File: config.mk
export PLATFORM = sky130hd
export DESIGN_NAME = wb_commit
export DESIGN_NICKNAME = d
export VERILOG_FILES = /design/src/rtl/wb_commit.sv
export SDC_FILE = /design/constraint.sdc
export NUM_CORES = 1
export LEC_CHECK = 0
export ABC_AREA = 0
export CAP_MARGIN = 20
export CELL_PAD_IN_SITES_DETAIL_PLACEMENT = 1
export CELL_PAD_IN_SITES_GLOBAL_PLACEMENT = 2
export CORE_ASPECT_RATIO = 0.75
export CORE_MARGIN = 1
export CORE_UTILIZATION = 28
export CTS_CLUSTER_DIAMETER = 100
export DETAILED_ROUTE_END_ITERATION = 10
export PLACE_DENSITY = 0.86
export SETUP_SLACK_MARGIN = 0.1
export SLEW_MARGIN = 20
export SYNTH_ARGS = -nofsm -noshare
export SYNTH_HDL_FRONTEND = slang
export SYNTH_SLANG_ARGS = --single-unit
export TNS_END_PERCENT = 10
File: constraint.sdc
create_clock -name clk -period 2.9 [get_ports clk]
set_input_delay 0.29 -clock clk [delete_from_list [all_inputs] [get_ports clk]]
set_output_delay 0.29 -clock clk [all_outputs]
set_load 0.05 [all_outputs]
File: src/rtl/wb_commit.sv
// wb_commit: writeback/commit stage, drives the register-file write port.
// Ports: MEM-stage handshake in, dmem response in, rf write, load hazard, instret.
module wb_commit #(
  parameter int INSTRET_W = 64
) (
  input  logic                 clk,
  input  logic                 rst,
  input  logic                 in_valid,
  output logic                 in_ready,
  input  logic                 in_rd_we,
  input  logic [4:0]           in_rd,
  input  logic                 in_is_load,
  input  logic [2:0]           in_funct3,
  input  logic [2:0]           in_addr_lo,
  input  logic [63:0]          in_alu_res,
  input  logic                 dmem_rvalid,
  input  logic [63:0]          dmem_rdata,
  output logic                 rf_we,
  output logic [4:0]           rf_waddr,
  output logic [63:0]          rf_wdata,
  output logic                 busy_rd_valid,
  output logic [4:0]           busy_rd,
  output logic [INSTRET_W-1:0] instret
);

  typedef enum logic {
    IDLE,
    WAIT_LOAD
  } state_t;

  state_t state_q, state_d;

  logic [4:0] ld_rd_q;
  logic       ld_we_q;
  logic [2:0] ld_f3_q;
  logic [2:0] ld_lo_q;

  logic acc;
  logic ld_done;

  assign in_ready = (state_q == IDLE);
  assign acc      = in_valid & in_ready;
  assign ld_done  = (state_q == WAIT_LOAD) & dmem_rvalid;
  assign busy_rd  = ld_rd_q;

  always_ff @(posedge clk) begin
    if (rst) state_q <= IDLE;
    else     state_q <= state_d;
  end

  always_comb begin
    state_d = state_q;
    unique case (state_q)
      IDLE:      if (acc && in_is_load) state_d = WAIT_LOAD;
      WAIT_LOAD: if (dmem_rvalid) state_d = IDLE;
      default:   state_d = IDLE;
    endcase
  end

  logic [7:0]  ld_b;
  logic [15:0] ld_h;
  logic [31:0] ld_w;
  logic [63:0] ld_data;

  assign ld_b = dmem_rdata[{ld_lo_q, 3'b000} +: 8];
  assign ld_h = dmem_rdata[{ld_lo_q[2:1], 4'b0000} +: 16];
  assign ld_w = dmem_rdata[{ld_lo_q[2], 5'b00000} +: 32];

  always_comb begin
    ld_data = dmem_rdata;
    unique case (ld_f3_q)
      3'b000:  ld_data = {{56{ld_b[7]}}, ld_b};
      3'b001:  ld_data = {{48{ld_h[15]}}, ld_h};
      3'b010:  ld_data = {{32{ld_w[31]}}, ld_w};
      3'b100:  ld_data = {56'd0, ld_b};
      3'b101:  ld_data = {48'd0, ld_h};
      3'b110:  ld_data = {32'd0, ld_w};
      default: ld_data = dmem_rdata;
    endcase
  end

  logic        we_d;
  logic [4:0]  waddr_d;
  logic [63:0] wdata_d;
  logic        retire;
  logic        busy_d;
  logic [4:0]  cap_rd;
  logic        cap_we;

  // The pending-load flag is computed for the state being entered,
  // so it rises the cycle after acceptance and drops with the write.
  assign cap_rd = acc ? in_rd : ld_rd_q;
  assign cap_we = acc ? in_rd_we : ld_we_q;

  always_comb begin
    we_d    = 1'b0;
    waddr_d = rf_waddr;
    wdata_d = rf_wdata;
    retire  = 1'b0;
    unique case (1'b1)
      acc && !in_is_load: begin
        we_d    = in_rd_we & (|in_rd);
        waddr_d = in_rd;
        wdata_d = in_alu_res;
        retire  = 1'b1;
      end
      ld_done: begin
        we_d    = ld_we_q & (|ld_rd_q);
        waddr_d = ld_rd_q;
        wdata_d = ld_data;
        retire  = 1'b1;
      end
      default: ;
    endcase
    busy_d = (state_d == WAIT_LOAD) & cap_we & (|cap_rd);
  end

  always_ff @(posedge clk) begin
    if (rst) begin
      ld_rd_q <= '0;
      ld_we_q <= 1'b0;
      ld_f3_q <= '0;
      ld_lo_q <= '0;
    end else if (acc && in_is_load) begin
      ld_rd_q <= in_rd;
      ld_we_q <= in_rd_we;
      ld_f3_q <= in_funct3;
      ld_lo_q <= in_addr_lo;
    end
  end

  always_ff @(posedge clk) begin
    if (rst) begin
      rf_we         <= 1'b0;
      rf_waddr      <= '0;
      rf_wdata      <= '0;
      busy_rd_valid <= 1'b0;
      instret       <= '0;
    end else begin
      rf_we         <= we_d;
      rf_waddr      <= waddr_d;
      rf_wdata      <= wdata_d;
      busy_rd_valid <= busy_d;
      if (retire) instret <= instret + INSTRET_W'(1);
    end
  end

endmodule

==> flow_metrics.tcl <==
set metrics [dict create \
    synth_warnings 0 \
    rsz0062_at_grt "no" \
    irDropWorstVdd_mv 0.399 \
    worst_pin_slew_ps 676 \
    fmax_mhz 407 \
    ys_seq_area_share_pct 35.1 \
    post-cts-setup-buffers 0 \
    multi_input_area_mm2 0.00511 \
    clockRootBuffer "clkbuf_16" \
    avgSynthCellArea_um2 8.26 \
    area_delta_synth_final_pct 46.7 \
    crit_family "compound AO/OA/AOI/OAI gates" \
    first_pass_iters 5 \
    hold_path.class "input pin to flip-flop" \
    antenna_found_initial 3 \
    wl_met2_um 16200 \
    wire_per_inst_um 22.8 \
    finalCritPeriodShare_pct 84.8 \
    drive_gt1_share_pct 8.77 \
    dieArea_mm2 0.0309 \
    ant_nets 0 \
    cp.buffers_inverters 2 \
    seqCellArea_mm2 0.00296 \
    synth.cell_area_mm2 0.00845 \
    wl_met1_um 18900 \
    cts_tree "done" \
    hold_violations 0 \
    grt_util_all_layers_pct 24.7 \
    holdWs_ps 258 \
    slew_headroom_pct 54.4 \
    synth_xor_area_share_pct 3.21 \
    outcome "complete, no violations" \
    cp_cell_sequence "buf_4, mux2i_1, a32o_1, nor3_2, buf_12, a2111oi_0, o41ai_1" \
    synth_cells 1022 \
    synth_nets 1168 \
    clock-sinks 148 \
    post_synth_and_or_nand_nor_area_fraction_pct 20.9 \
    crit_fanout 32 \
    place_hpwl_um 28100 \
    synth.largest_area_cell "dfxtp_1" \
    crit_required_ps 3220 \
    wl_met3_um 2470 \
    clock_latency_ps 430 \
    powerDensity_mw_per_mm2 464 \
    drv_cap 0 \
    finClkSkew_ps 17.2 \
    nFillCells 3408 \
    grt_max_degree 119 \
    die_w_um 203 \
    synth_top_family_by_area "compound AO/OA/AOI/OAI gates" \
    muxShareOfSynthArea_pct 10.3 \
    power_uw 5750 \
    postCtsHoldBufs 0 \
    fp.coreArea_mm2 0.0294 \
    finalSetupTns_ps 0 \
    place_congestion 0.921 \
    yosys.area_share.adder_pct 0.148 \
    p_leak_uw 0.00400 \
    crit_type "flip-flop to flip-flop" \
    drt-vias-per-instance 5.61 \
    place_area_mm2 0.0118 \
    num_rows 54 \
    overflow 0 \
    async_flop_share_pct 0 \
    pin_count 286 \
    top_layer_used "met5" \
    ys_types 64 \
    synth_top_cell_area_share_pct 35.1 \
    slowest_stage "dfxtp_1" \
    slew_viol_final 0 \
    synth_compound_area_share_pct 25.6 \
    synth_seq_cells 148 \
    critPathCaptureType "flip-flop" \
    cts_made_buffers 17 \
    synth_area_leaders "dfxtp_1, a21oi_1, nand2_1" \
    setup_viol 0 \
    synth_edf_count 0 \
    drcViolationCount 0 \
    grt_pass1_vias 9481 \
    die_y_um 152 \
    grt_pass1_wl_um 59000 \
    final_nets 1423 \
    period_minus_slack_ps 2460 \
    drtIter0Drc 552 \
    ctsResizeCount 0 \
    start_util_pct 28.7 \
    htreeDepth 4 \
    cts.clk_slew.worst_paths_ps 70 \
    io_buffers 285 \
    utilization_pct 42.2 \
    fin_area_mm2 0.0124 \
    cpPeakStageDelay_ps 520 \
    crit_arrival_ps 2780 \
    drt-total-wl_um 38300 \
    cts_max_path_buffers 2 \
    synth_ff_type "dfxtp_1" \
    critPathLaunchType "flip-flop" \
    vias 9437 \
]
==> path summary, 6_finish.rpt <==
| kind | from | end | slack (ps) | depth (start not counted) |
|---|---|---|---|---|
| hold reg to reg | rf_wdata[57]$_SDFFE_PP0P_ | rf_wdata[57]$_SDFFE_PP0P_ | 460 | 2 |
| setup reg to reg | ld_lo_q[1]$_SDFFE_PP0P_ | rf_wdata[45]$_SDFFE_PP0P_ | 440 | 7 |
| hold / removal | rst | instret[55]$_SDFFE_PP0P_ | 260 | 2 |
| setup / recovery | ld_lo_q[1]$_SDFFE_PP0P_ | rf_wdata[45]$_SDFFE_PP0P_ | 440 | 7 |
==> layout make-up <==
class / count / share of cell area (%)
Antenna cell: 1 / 0.0202
Tap cell: 392 / 3.96
Sequential cell: 148 / 23.9
Clock inverter: 8 / 0.808
Clock buffer: 23 / 3.94
Multi-Input combinational cell: 776 / 41.2
Timing Repair Buffer: 326 / 25.9
Inverter: 8 / 0.242
==> layout by cell type, fill, tap and decap left out, types with 8 or more instances in the layout <==
cell type / synthesis / routed
clkdlybuf4s50_1: 0 / 284
dfxtp_1: 148 / 147
nand2_1: 141 / 140
a21oi_1: 119 / 119
nor2_1: 66 / 65
mux2i_1: 49 / 49
o21ai_0: 41 / 41
buf_4: 1 / 38
a2111oi_0: 34 / 34
o41ai_1: 34 / 34
nand4_1: 31 / 31
nand3_1: 28 / 28
xor2_1: 24 / 24
or4_1: 19 / 19
clkbuf_16: 0 / 17
o31ai_1: 15 / 15
or3_1: 15 / 15
mux4_2: 13 / 13
a211oi_1: 12 / 12
nor3_1: 11 / 11
o22a_1: 10 / 10
inv_1: 8 / 8
nand2b_1: 8 / 8
mux2_2: 8 / 8
==> logic make-up after synthesis <==
group | after synthesis
buffers and inverters | 98
xor gates and xnor gates | 31
and+or+nand+nor | 359
adders and majority gates | 1
muxes | 70
DFF | 148
AOI/OAI and AO/OA | 315
==> power by group <==
group,internal [uW],leakage [uW],total (uW),switching (uW)
Combinational,525,0.00251,1290,761
Clock,1350,0.000277,2280,928
Sequential,2120,0.00120,2190,66.1
Total,4000,0.00400,5750,1760
==> worst register-to-register path, cell delays in order (launching register included) <==
cell	delay (ps)
dfxtp_1	520
buf_4	390
mux2i_1	140
a32o_1	320
nor3_2	240
buf_12	240
a2111oi_0	120
o41ai_1	400
==> state kept, by name (all words and copies together) (netlist names) <==
name and flops:
instret 64, rf_wdata 64, busy_rd 5, rf_waddr 5
ld_f3_q 3, ld_lo_q 3, busy_rd_valid 1, ld_we_q 1
rf_we 1, state_q 1
==> synthesized netlist by cell type (all sizes together), types with 3 or more instances <==
cell       n
a22o       3
nand2    141
o31ai     15
and3       6
xnor2      7
nor3      13
o21ai     41
dfxtp    148
mux4      13
inv        8
o211ai     7
xor2      24
clkbuf    64
a221oi     7
buf       26
o41ai     34
nand4     31
a311oi     5
mux2       8
or4       19
nor4       4
or3       15
nor2b      7
o22a      10
a21oi    119
o32ai      3
a311o      6
a211oi    12
mux2i     49
o22ai      6
nor2      67
and2       8
a2111oi   36
nand2b     8
nand3     29
==> routing by layer <==
layer / track usage [%] / up-vias
li1: - / 4394
met1: 36.2 / 4681
met2: 35.5 / 304
met3: 6.03 / 54
met4: 6.52 / 4
met5: 0 / -
==> stage by stage <==
step | worst slack (ps) | std cells
global route | 218 | 1682
CTS | 421 | 1681
floorplan | 581 | 1022
global placement | 327 | 1650
finish | 440 | 1682
detailed placement | 207 | 1650
(Power assumes the default switching activity.)
==> RTL edit 1 (same flow settings) <==
Reset style: asynchronous (`rst`), changed in 3 clocked blocks.
--- a/src/rtl/wb_commit.sv
+++ b/src/rtl/wb_commit.sv
@@ -43,7 +43,7 @@
   assign ld_done  = (state_q == WAIT_LOAD) & dmem_rvalid;
   assign busy_rd  = ld_rd_q;
 
-  always_ff @(posedge clk) begin
+  always_ff @(posedge clk or posedge rst) begin
     if (rst) state_q <= IDLE;
     else     state_q <= state_d;
   end
@@ -115,7 +115,7 @@
     busy_d = (state_d == WAIT_LOAD) & cap_we & (|cap_rd);
   end
 
-  always_ff @(posedge clk) begin
+  always_ff @(posedge clk or posedge rst) begin
     if (rst) begin
       ld_rd_q <= '0;
       ld_we_q <= 1'b0;
@@ -129,7 +129,7 @@
     end
   end
 
-  always_ff @(posedge clk) begin
+  always_ff @(posedge clk or posedge rst) begin
     if (rst) begin
       rf_we         <= 1'b0;
       rf_waddr      <= '0;
Behaviour: differs if rst is asserted again (counterexample within 4 cycles, from zero or initial values and one cycle with rst high); with rst held inactive, the same outputs for 10 cycles.
==> RTL edit 1 against the original RTL <==
- wire length down 15%
- synthesized cell count down 19%
- worst setup slack better by 15 ps
- sequential cell count unchanged
- cell area down 3.7%
- synthesized area down 5.5%
- fmax up 0.60%
- via count down 20%
- utilization up 0.37 points
- clock skew down 7.8 ps
- highest routed layer is now met4
Power is not compared: it rests on default switching activity, and its combinational part moved more than twofold at a synthesized area within 25%.
==> RTL edit 1: results (changes against the original RTL) <==
post-synthesis net count 970 (was 1168); Async S/R FF share, synth 100% (was 0%); dpl hpwl 24200 um (was 28100 um); Fin Clk Skew 9.39 ps (was 17.2 ps); Leak around 4.8 nW; Reg2Reg Launch Point instret[14] (was ld_lo_q[1]); Placed Instance Area 0.0114 mm^2 (was 0.0118 mm^2); CTS root buf clkbuf_16 (unchanged); initial antenna violation count 0 (was 3); initial DRC count 446 (was 552); first-pass GRT wire length 49500 um (was 59000 um); most frequent cells after synthesis dfrtp_1 (148), nand2_1 (106), nor2_1 (105) (was dfxtp_1 (148), nand2_1 (141), a21oi_1 (119)); r2r worst-path depth 6 (was 7); placer congestion estimate 0.849 (was 0.921); Avg Vias per Cell 5.04 (was 5.61); Hold WC Path Type in2async (was in2reg); max_slew headroom 44.8% (was 54.4%); worst vdd rail ir drop approximately 0.38 mV; Main synth FF type dfrtp_1 (was dfxtp_1); final wirelength 32500 um (was 38300 um); Netlist cell types 48 (was 64); Global Route Usage Sum 22.6% (was 24.7%); R2R Path End instret[60] (was rf_wdata[45]); vias in the first global route 7918 (was 9481); largest fanout on the critical path 8 (was 32); Seq/Total Area, Yosys 46.4% (was 35.1%); Filler Cell Count 3193 (was 3408); maximum root-to-sink buffer count 2 (unchanged); Ant. Diodes 0 (was 1); Synth area leaders dfrtp_1 (46%), mux2_2 (5.1%), nand2_1 (5.0%), nor2_1 (4.9%), mux2i_1 (4.9%) (was dfxtp_1 (35%), a21oi_1 (7.1%), nand2_1 (6.3%), mux2i_1 (5.8%), a2111oi_0 (3.5%)); layout cells sized above 1 10.8% (was 8.77%); final net count 1244 (was 1423); largest net degree at the start of global routing 70 (was 119); status finished clean (unchanged)
## RTL edit 1: power groups by stage
| stage | combinational, W | sequential (W) | clock [W] |
|---|---|---|---|
| after floorplan | 0.00115 | 0.00403 | 0 |
| after global placement | 0.00385 | 0.00278 | 0 |
| after detailed placement | 0.00389 | 0.00279 | 0 |
| after CTS | 0.00390 | 0.00276 | 0.00227 |
| after global routing | 0.00410 | 0.00281 | 0.00234 |
| final | 0.00388 | 0.00276 | 0.00220 |
## RTL edit 1: cell families (layout without fill, tap and decap cells)
logic type,Yosys count,count (layout),synth area share (%)
xor+xnor,63,63,6.91
simple gates,311,311,18.5
mux,84,84,12.5
buf+inv,63,350,3.15
compound gates,154,154,12.4
fa+ha+maj,1,1,0.157
flops,148,148,46.4
## RTL edit 1: area by class of cell
type                    count  area share [%]
well taps                 385            4.04
clock inverters            15            1.23
inverters                  10           0.346
repair buffers            308            25.9
flip-flops and latches    148            31.0
clock buffers              17            3.57
multi-input cells         613            33.9
## RTL edit 1: worst max-delay path: stages, from the launching register on
cell     delay (ps)
dfrtp_1         450
and4_1          330
nand3_4         120
nor4_4          550
and4_1          530
nand4_1         190
xnor2_1         160
## RTL edit 1: how the worst max path moves through the flow
stage / endpoint / start / cells past startpoint / slack (ps)
floorplan: instret[50] / instret[14] / 7 / 590
global placement: instret[63] / in_valid / 7 / 360
detailed placement: instret[63] / in_valid / 7 / 350
CTS: instret[60] / instret[14] / 6 / 470
global route: instret[60] / instret[14] / 6 / 300
finish: instret[60] / instret[14] / 6 / 450
## RTL edit 1: layer usage
metal | up-vias | part of all wire, % | wire length, um | global-route usage (%)
met5 | - | 0 | 0 | 0
met4 | 0 | 1.8 | 599 | 6.28
met3 | 32 | 5.1 | 1650 | 5.03
met2 | 219 | 44 | 14300 | 33.9
met1 | 3805 | 49 | 16000 | 32.5
li1 | 3488 | - | - | -
## RTL edit 1: stage by stage
step           worst slack (ps)  power [W]  utilization, %  hold slack, ps  instances
6_report                    455    0.00885            42.5             332       1496
5_1_grt                     299    0.00925            42.5             373       1496
4_1_cts                     465    0.00893            42.5             343       1496
3_5_place_dp                348    0.00668            40.5             461       1464
3_3_place_gp                357    0.00663            40.5             466       1464
2_1_floorplan               585    0.00518               -             423        824
==> RTL edit 2 (config.mk and constraints unchanged) <==
Without the edit above. The parameter `INSTRET_W` goes from 64 to 56.
--- a/src/rtl/wb_commit.sv
+++ b/src/rtl/wb_commit.sv
@@ -1,7 +1,7 @@
 // wb_commit: writeback/commit stage, drives the register-file write port.
 // Ports: MEM-stage handshake in, dmem response in, rf write, load hazard, instret.
 module wb_commit #(
-  parameter int INSTRET_W = 64
+  parameter int INSTRET_W = 56
 ) (
   input  logic                 clk,
   input  logic                 rst,
Ports: changed (resized instret); port bits go from 286 to 278. No check against the original RTL was run, so the function may have changed too.
==> RTL edit 2 against the original RTL <==
- clock skew is 3.4 ps lower
- worst setup slack got worse by 180 ps
- wire length shrank 13%
- synthesized area fell by 10%
- fmax down 6.7%
- utilization increased by 1.4 points
- power fell by 5.4%
- cell area decreased by 7.8%
- largest power group unchanged
- sequential cell count shrank 8
==> RTL edit 2: results (changes against the original RTL) <==
status finished clean (unchanged); delay-heaviest family, CP simple AND/OR/NAND/NOR gates (was compound AO/OA/AOI/OAI gates); Largest regs rf_wdata (64), instret (56) (was instret (64), rf_wdata (64)); largest fanout on the critical path 10 (was 32); Leak 4.05 nW (was 4.00 nW); IO buf count 277 (was 285); CP max stage cell or4_1 (was dfxtp_1); Reg2Reg Launch Point instret[6] (was ld_lo_q[1]); DR top layer met5 (unchanged); routed len/inst 21.6 um (was 22.8 um); post-cts resize count 0 (unchanged); r2r worst-path depth 6 (was 7); Seq/Total Area, Yosys 37.1% (was 35.1%); post-synthesis net count 1057 (was 1168); met2 routed WL 14200 um (was 16200 um); Slew @ Worst Pin 828 ps (was 676 ps); final wirelength 33300 um (was 38300 um); Synth area leaders dfxtp_1 (37%), mux2i_1 (5.6%), nor2_1 (5.6%), nand2_1 (5.1%), a221o_1 (4.4%) (was dfxtp_1 (35%), a21oi_1 (7.1%), nand2_1 (6.3%), mux2i_1 (5.8%), a2111oi_0 (3.5%)); final net count 1326 (was 1423); Yosys Warn Count 0 (unchanged); CP peak stage delay 760 ps (was 520 ps); largest net degree at the start of global routing 64 (was 119); dpl hpwl 24700 um (was 28100 um); placer congestion estimate 0.878 (was 0.921); layout cells sized above 1 8.89% (was 8.77%); Fin Clk Skew 13.8 ps (was 17.2 ps); CTS root buf clkbuf_16 (unchanged); wl on met1 16100 um (was 18900 um); placed cells 1505 (was 1650); hold endpoint ld_f3_q[2] (was instret[55]); Hold WC Path Type in2reg (unchanged); initial DRC count 635 (was 552); maximum root-to-sink buffer count 2 (unchanged); R2R Setup Slk 260 ps (was 440 ps); CTS clock-pin slew for the worst setup and hold paths 70 ps (about the same); Avg Vias per Cell 5.35 (was 5.61); WHS Path Cells 3 (was 2); Global Route Usage Sum 24.1% (was 24.7%); initial antenna violation count 11 (was 3); Syn Inst Count 911 (was 1022); HP Start in_funct3[2] (was rst); switching fraction of total power 31.5% (was 30.5%); Main synth FF type dfxtp_1 (unchanged); worst vdd rail ir drop 0.386 mV (was 0.399 mV); first-pass GRT wire length 49900 um (was 59000 um); First-pass DRT Iterations 5 (unchanged); vias in the first global route 8264 (was 9481); Netlist cell types 52 (was 64); Arr. time, crit path 2930 ps (was 2780 ps); met3 wire length 2430 um (was 2470 um); R2R Path End instret[38] (was rf_wdata[45]); most frequent cells after synthesis dfxtp_1 (140), nor2_1 (112), nand2_1 (103) (was dfxtp_1 (148), nand2_1 (141), a21oi_1 (119))
-- RTL edit 2: cell count changes after synthesis, moves of 12 or more --
cell,before,now
buf_2,18,6
and3_1,6,41
nor2_1,66,112
or4_1,19,3
nand2_1,141,103
o31ai_1,15,3
a21oi_1,119,65
a221o_1,1,33
o41ai_1,34,0
nand4_1,31,19
a2111oi_0,34,6
-- RTL edit 2: layout make-up --
class,count,area [um^2]
Multi-Input combinational cell,695,4480
Antenna cell,6,15.0
Clock buffer,20,447
Fill cell,3082,14800
Timing Repair Buffer,318,3100
Tap cell,344,430
Inverter,8,30.0
Clock inverter,12,115
Sequential cell,140,2800
-- RTL edit 2: tightest hold or removal path: cells and delay by family --
kind,cells,cell delay [ps]
AOI/OAI and AO/OA,1,50
buffers and inverters,1,390
and+or+nand+nor,1,60
-- RTL edit 2: cell families (layout without fill, tap and decap cells) --
kind of cell    count (synthesis)  after routing  share of synthesized area, %
simple gates                  363            363                          22.7
compound gates                218            218                          19.5
flops                         140            140                          37.1
buf+inv                        76            358                          3.87
mux                            67             67                          11.4
xor+xnor                       46             46                          5.33
fa+ha+maj                       1              1                         0.165
other cells                     0              6                             0
-- RTL edit 2: per-layer routing --
layer | track usage (%) | vias to the layer above
li1 | - | 3890
met1 | 34.6 | 4036
met2 | 35.1 | 284
met3 | 5.70 | 38
met4 | 7.98 | 2
met5 | 0 | -
-- RTL edit 2: power groups by stage --
stage	sequential, W	clock (W)	combinational (W)
2_1_floorplan	0.00237	0	0.000373
3_3_place_gp	0.00211	0	0.00120
3_5_place_dp	0.00211	0	0.00121
4_1_cts	0.00207	0.00220	0.00121
5_1_grt	0.00208	0.00229	0.00128
6_report	0.00207	0.00216	0.00122
-- RTL edit 2: through the flow --
| step | area (um^2) | power [W] | hold WS (ps) | utilization [%] | setup WS [ps] |
|---|---|---|---|---|---|
| after detailed placement | 10800 | 0.00332 | 449 | 41.3 | 145 |
| after CTS | 11400 | 0.00548 | 371 | 43.5 | 266 |
| final | 11400 | 0.00544 | 410 | 43.5 | 262 |
| after global placement | 10800 | 0.00331 | 441 | 41.3 | 183 |
| after floorplan | 7560 | 0.00275 | 414 | - | 196 |
| after global routing | 11400 | 0.00565 | 410 | 43.5 | 152 |
-- RTL edit 2: worst max-delay path by stage --
stage / start / to
final: instret[6] / instret[38]
after global routing: ld_lo_q[1] / rf_wdata[17]
after CTS: instret[6] / instret[38]
after detailed placement: dmem_rdata[7] / rf_wdata[19]
after global placement: dmem_rdata[7] / rf_wdata[23]
after floorplan: instret[4] / instret[30]
